File: src/rtl/decode_stage.sv
// Registered MIPS decode stage: one-hot instruction vector, operand fields and
// illegal-opcode logging, behind a valid/ready output register with flush.
module decode_stage #(
  parameter logic [31:0] RESET_PC = 32'h0040_0000,
  parameter int          ERRCNT_W = 8
) (
  input  logic                clk,
  input  logic                rst,
  input  logic                in_valid,
  output logic                in_ready,
  input  logic [31:0]         in_inst,
  input  logic [31:0]         in_pc,
  input  logic                flush,
  output logic                dec_valid,
  input  logic                dec_ready,
  output logic [31:0]         i,
  output logic [4:0]          rs,
  output logic [4:0]          rt,
  output logic [4:0]          rd,
  output logic [4:0]          shamt,
  output logic [15:0]         imm16,
  output logic [25:0]         index26,
  output logic [31:0]         dec_pc,
  output logic                illegal,
  output logic                err_sticky,
  output logic [31:0]         err_pc,
  output logic [ERRCNT_W-1:0] err_count
);

  typedef enum logic {EMPTY = 1'b0, FULL = 1'b1} state_t;

  state_t              state_q, state_d;
  logic [31:0]         inst_q, pc_q, i_q;
  logic                illegal_q;
  logic                err_sticky_q, err_sticky_d;
  logic [31:0]         err_pc_q, err_pc_d;
  logic [ERRCNT_W-1:0] err_count_q, err_count_d;
  logic [31:0]         in_onehot;
  logic                in_illegal, accept, log_err;

  function automatic logic [31:0] decode_inst(input logic [31:0] inst);
    logic [31:0] v;
    v = '0;
    case (inst[31:26])
      6'h00: begin
        case (inst[5:0])
          6'h20: v[0]  = 1'b1;
          6'h21: v[1]  = 1'b1;
          6'h22: v[2]  = 1'b1;
          6'h23: v[3]  = 1'b1;
          6'h24: v[4]  = 1'b1;
          6'h25: v[5]  = 1'b1;
          6'h26: v[6]  = 1'b1;
          6'h27: v[7]  = 1'b1;
          6'h2A: v[8]  = 1'b1;
          6'h2B: v[9]  = 1'b1;
          6'h00: v[10] = 1'b1;
          6'h02: v[11] = 1'b1;
          6'h03: v[12] = 1'b1;
          6'h04: v[13] = 1'b1;
          6'h06: v[14] = 1'b1;
          6'h07: v[15] = 1'b1;
          6'h08: v[16] = 1'b1;
          default: v = '0;
        endcase
      end
      6'h08: v[17] = 1'b1;
      6'h09: v[18] = 1'b1;
      6'h0C: v[19] = 1'b1;
      6'h0D: v[20] = 1'b1;
      6'h0E: v[21] = 1'b1;
      6'h23: v[22] = 1'b1;
      6'h2B: v[23] = 1'b1;
      6'h04: v[24] = 1'b1;
      6'h05: v[25] = 1'b1;
      6'h0A: v[26] = 1'b1;
      6'h0B: v[27] = 1'b1;
      6'h0F: v[28] = 1'b1;
      6'h02: v[29] = 1'b1;
      6'h03: v[30] = 1'b1;
      default: v = '0;
    endcase
    return v;
  endfunction

  assign in_onehot  = decode_inst(in_inst);
  assign in_illegal = (in_onehot == '0);
  assign in_ready   = !dec_valid | dec_ready;
  // Flush wins over a simultaneous accept, so a squashed word never logs an error.
  assign accept     = in_valid & in_ready & !flush;
  assign log_err    = accept & in_illegal;

  always_ff @(posedge clk or posedge rst) begin
    if (rst) state_q <= EMPTY;
    else     state_q <= state_d;
  end

  always_comb begin
    state_d = state_q;
    if (flush)          state_d = EMPTY;
    else if (accept)    state_d = FULL;
    else if (dec_ready) state_d = EMPTY;
  end

  always_comb begin
    dec_valid = (state_q == FULL);
  end

  always_ff @(posedge clk or posedge rst) begin
    if (rst) begin
      inst_q    <= '0;
      pc_q      <= RESET_PC;
      i_q       <= '0;
      illegal_q <= 1'b0;
    end else if (accept) begin
      inst_q    <= in_inst;
      pc_q      <= in_pc;
      i_q       <= in_onehot;
      illegal_q <= in_illegal;
    end
  end

  always_comb begin
    err_sticky_d = err_sticky_q | log_err;
    err_pc_d     = (log_err && !err_sticky_q) ? in_pc : err_pc_q;
    err_count_d  = err_count_q;
    if (log_err && (err_count_q != '1)) err_count_d = err_count_q + ERRCNT_W'(1);
  end

  always_ff @(posedge clk or posedge rst) begin
    if (rst) begin
      err_sticky_q <= 1'b0;
      err_pc_q     <= RESET_PC;
      err_count_q  <= '0;
    end else begin
      err_sticky_q <= err_sticky_d;
      err_pc_q     <= err_pc_d;
      err_count_q  <= err_count_d;
    end
  end

  assign i          = i_q;
  assign illegal    = illegal_q;
  assign rs         = inst_q[25:21];
  assign rt         = inst_q[20:16];
  assign rd         = inst_q[15:11];
  assign shamt      = inst_q[10:6];
  assign imm16      = inst_q[15:0];
  assign index26    = inst_q[25:0];
  assign dec_pc     = pc_q;
  assign err_sticky = err_sticky_q;
  assign err_pc     = err_pc_q;
  assign err_count  = err_count_q;

endmodule
File: config.mk
export PLATFORM = sky130hd
export DESIGN_NAME = decode_stage
export DESIGN_NICKNAME = d
export VERILOG_FILES = /design/src/rtl/decode_stage.sv
export SDC_FILE = /design/constraint.sdc
export NUM_CORES = 1
export LEC_CHECK = 0
export CAP_MARGIN = 15
export CORE_MARGIN = 2
export CORE_UTILIZATION = 47
export CTS_BUF_LIST = sky130_fd_sc_hd__clkbuf_4
export DETAILED_ROUTE_END_ITERATION = 6
export GPL_TIMING_DRIVEN = 0
export PLACE_DENSITY_LB_ADDON = 0.2
export SYNTH_ARGS = -nofsm -noshare
export SYNTH_HDL_FRONTEND = slang
export SYNTH_SLANG_ARGS = --single-unit
File: constraint.sdc
create_clock -name clk -period 8.3 [get_ports clk]
set_clock_uncertainty 0.1 [all_clocks]
set_input_delay 1.66 -clock clk [delete_from_list [all_inputs] [get_ports clk]]
set_output_delay 1.66 -clock clk [all_outputs]
set_load 0.02 [all_outputs]
Word level (Yosys, flattened, before mapping)
Cells that the tools add are included.
{"block": "classes", "addsub": 1, "n_eq_ne": 31, "muxes": 35, "bitwise_logic": 5, "reduce_logical": 9}
{"cell": "$eq 6x6->1 const B", "n": 12}
{"cell": "$eq 6x4->1 const B", "n": 9}
{"cell": "$mux 1", "n": 34}
{"cell": "$logic_not 32->1", "n": 1}
{"cell": "$eq 6x3->1 const B", "n": 5}
{"cell": "$eq 6x2->1 const B", "n": 4}
{"cell": "$mux 17", "n": 1}
{"cell": "$logic_not 6->1", "n": 2}
{"cell": "$add 8x1->8 const B", "n": 1}
{"cell": "$ne 8x8->1 const B", "n": 1}
{"cell": "$and 1x1->1", "n": 3}
{"cell": "$logic_not 1->1", "n": 3}
{"cell": "$reduce_bool 3->1", "n": 1}
{"cell": "$logic_and 1x1->1", "n": 2}
{"cell": "$or 1x1->1", "n": 2}
{"block": "word_totals", "ff_bits": 132, "output_inout_bits": 170, "wordCells": 89}

Logic depth before layout (Yosys ltp)
{"block": "depth", "ltp_word": 6, "depth_mapped": 8, "ltp_nobuf": 6}

Worst setup path after synthesis
Ideal clock, no wire load.
{"block": "synth_timing", "path_kind": "input to output", "startpoint": "in dec_ready", "endpoint": "out in_ready", "arrival_ns": 1.994, "required_time_ns": 6.540, "slack_ns": 4.546, "path_stages": 2, "n_path_buf": 0, "cell_sequence": "nor2b_1 -> inv_1"}
{"block": "synth_between", "elab_chain_len": 1}
{"element": "start: declaration", "line_no": "15", "rtl": "input logic dec_ready,"}
{"element": "$or 1x1->1", "line_no": "88", "rtl": "assign in_ready = !dec_valid | dec_ready;"}
{"element": "end: declaration", "line_no": "10", "rtl": "output logic in_ready,"}
No other way between the ends.

Final worst setup path
Ends and elaborated chain as after synthesis.

==> metrics.md <==
| Metric | Value |
|---|---|
| Syn Nets | `606` |
| Synth-to-layout area growth | `52.1%` |
| Post-Syn Instances | `536` |
| Syn avg cell area | `10.4 sq um` |
| Port bufs | `236` |
| Initial Util | `48.5%` |
| Cell Pwr Density | `229 nW/um^2` |
| Gr ovfl total | `0` |
| Share of the clock period used by the worst path | `56.4%` |
| Crit path required time | `6540 ps` |
| Die height | `113 um` |
| Slew HR | `57.7%` |
| Routed vias/inst | `5.01` |
| Initial antenna violation count | `0` |
| Io pins | `239` |
| Clock tree buffer depth | `2` |
| Sequential-to-total area share from yosys stat | `59.4%` |
| DR WL/cell | `16.2 um` |
| Post-CTS Resized | `0` |
| Fin nets | `862` |
| Ant diodes | `0` |
| ANT nets after route | `0` |
| Placed instance count | `916` |
| Core Footprint | `11500 sq um` |
| Primary FF master, synth | `dfrtp_1` |
| Maximum vdd ir drop | `0.146 mV` |
| DRT iter0 DRCs | `366` |
| Status | `finished clean` |
| Root buffer cell | `clkbuf_4` |
| Least-Margin Pin Slew | `635 ps` |
| RSZ-0062 raised after global routing | `no` |
| First-pass GRT wire length | `24100 um` |
| Area of the mapped netlist | `5560 sq um` |
| Overall Global Routing Usage | `24.3%` |
| TritonRoute pass-1 iters | `4` |
| Remaining DRCs | `0` |
| Max-Cap Viols | `0` |
| Routability Congestion | `0.871` |
| CP arrival | `2920 ps` |
| Worst Setup End Kind | `output port` |
| R2R Setup Slk | `5680 ps` |
| H-tree depth | `4` |
| Detailed Route WL | `15400 um` |
| Hold Path Class | `flip-flop to flip-flop` |
| Layout cell share with drive strength beyond 1 | `11.4%` |
| Largest net degree at the start of global routing | `69` |
| Number of library cell types mapped by synthesis | `47` |
| Sink Count | `132` |
| Die Wd | `113 um` |
| Hold WS | `386 ps` |
| Slew Viols, Final | `0` |
| Async SR Flop Fraction | `100%` |
| CTS tree | `built` |
| Warnings from Yosys | `0` |
| F_max | `0.214 GHz` |
| Setup TNS | `0 ps` |
| Synth Register Bits | `132` |
| Worst-Skew Late Latency | `510 ps` |
| Commonest non-fill, non-tap cell in the layout | `clkdlybuf4s50_1` |
| Crit-path max FO | `3` |
| LEAKAGE | `3.90 nW` |
| Final setup vio count | `0` |
| Postcts setup bufs | `0` |
| Worst setup path class | `input pin to output port` |
| Final non-filler cell total | `948` |
| Min cycle time layout | `4680 ps` |
| Post-DP HPWL | `11700 um` |
| Die area | `12700 sq um` |
| Post-synth EDFFs | `0` |
| Vias in the first global route | `4692` |
| Final Hold Viols | `0` |
| Cts hold-fix bufs | `0` |
| Startpoint Class | `input pin` |
| Num CTS Buffers | `17` |
| Via count | `4745` |
| Post-Route Utilization | `73.8%` |
| # rows | `39` |
| Most frequent cells in the layout | `clkdlybuf4s50_1 (236), nand2_1 (206), dfrtp_1 (130), buf_4 (38), mux2_1 (30)` |
| Clock transition at the registers of the reported paths | `110 ps` |
-- through the flow --
step	setup WS (ps)	power, mW	instance area, sq um
after floorplan	3020	1.13	5560
after detailed placement	3620	1.48	8140
after global routing	3580	2.03	8460
after global placement	1370	1.45	8100
final	3620	1.94	8460
after CTS	3610	1.96	8460
-- Yosys cell counts, types with 2 or more instances --
library cell  count  area (sq um)
nand2_1         206           773
o31ai_1           9          67.6
clkbuf_1         16          60.1
o21ai_0          17          85.1
nor2_1            7          26.3
mux2_1           30           338
nor3b_1           3          22.5
nor3_1            5          25.0
buf_4            38           285
inv_1             8          30.0
nor2b_1           5          31.3
xor2_1            4          35.0
dfstp_2           2          52.6
mux2_2            3          33.8
a32o_1            4          40.0
nand2b_1          3          18.8
buf_6             4          45.0
nand3_1           5          25.0
a22o_1            3          26.3
dfrtp_1         130          3250
buf_2             2          10.0
nand3b_1          2          15.0
or4_1             2          15.0
a21oi_1           3          15.0
nor3b_2           2          25.0
o21ba_2           2          20.0
-- where the power goes --
part	total, mW	switching, mW	internal (mW)
Clock	0.483	0.237	0.246
Combinational	0.644	0.319	0.325
Sequential	0.814	0.0715	0.742
Total	1.94	0.628	1.31
-- worst max-delay path: stages --
cell             delay (ps)
clkdlybuf4s50_1         400
nor2b_1                 220
inv_1                    90
clkdlybuf4s50_1         550
-- kinds of logic after synthesis --
logic type      synth area share [%]
simple gates                    19.5
flops                           59.4
buf+inv                         7.80
compound gates                  5.56
mux                             6.68
xor+xnor                       0.787
fa+ha+maj                      0.225
other cells                   0.0674
-- final timing paths --
| check | from | endpoint | depth (start not counted) |
|---|---|---|---|
| min | dec_pc[12]$_DFFE_PP0P_ | dec_pc[12]$_DFFE_PP0P_ | 2 |
| max reg2reg | dec_valid$_DFFE_PP0P_ | err_pc[2]$_DFFE_PP0P_ | 7 |
| max | dec_ready | in_ready | 4 |
| max in group asynchronous | rst | i[22]$_DFFE_PP0P_ | 3 |
| min reg2reg | dec_pc[12]$_DFFE_PP0P_ | dec_pc[12]$_DFFE_PP0P_ | 2 |
| min in group asynchronous | rst | dec_pc[0]$_DFFE_PP0P_ | 2 |
-- layer usage --
metal / vias up / track usage [%] / wire [um]
met5: - / 0 / 0
met4: 0 / 8.29 / 223
met3: 15 / 7.61 / 1300
met2: 202 / 40.4 / 7560
met1: 2290 / 30.4 / 6310
li1: 2238 / - / -
-- sequential cells by signal, indices dropped and copies added, names as in the netlist --
name        cells
err_sticky      1
i              31
err_count       8
dec_valid       1
dec_pc         32
inst_q         26
err_pc         32
illegal         1
-- cell type report --
class,instances,area [sq um]
Sequential cell,132,3310
Fill cell,817,3000
Timing Repair Buffer,237,2390
Multi-Input combinational cell,335,1820
Buffer,61,404
Clock inverter,13,184
Tap cell,143,179
Clock buffer,19,143
Inverter,8,35.0
(Power assumes the default switching activity.)
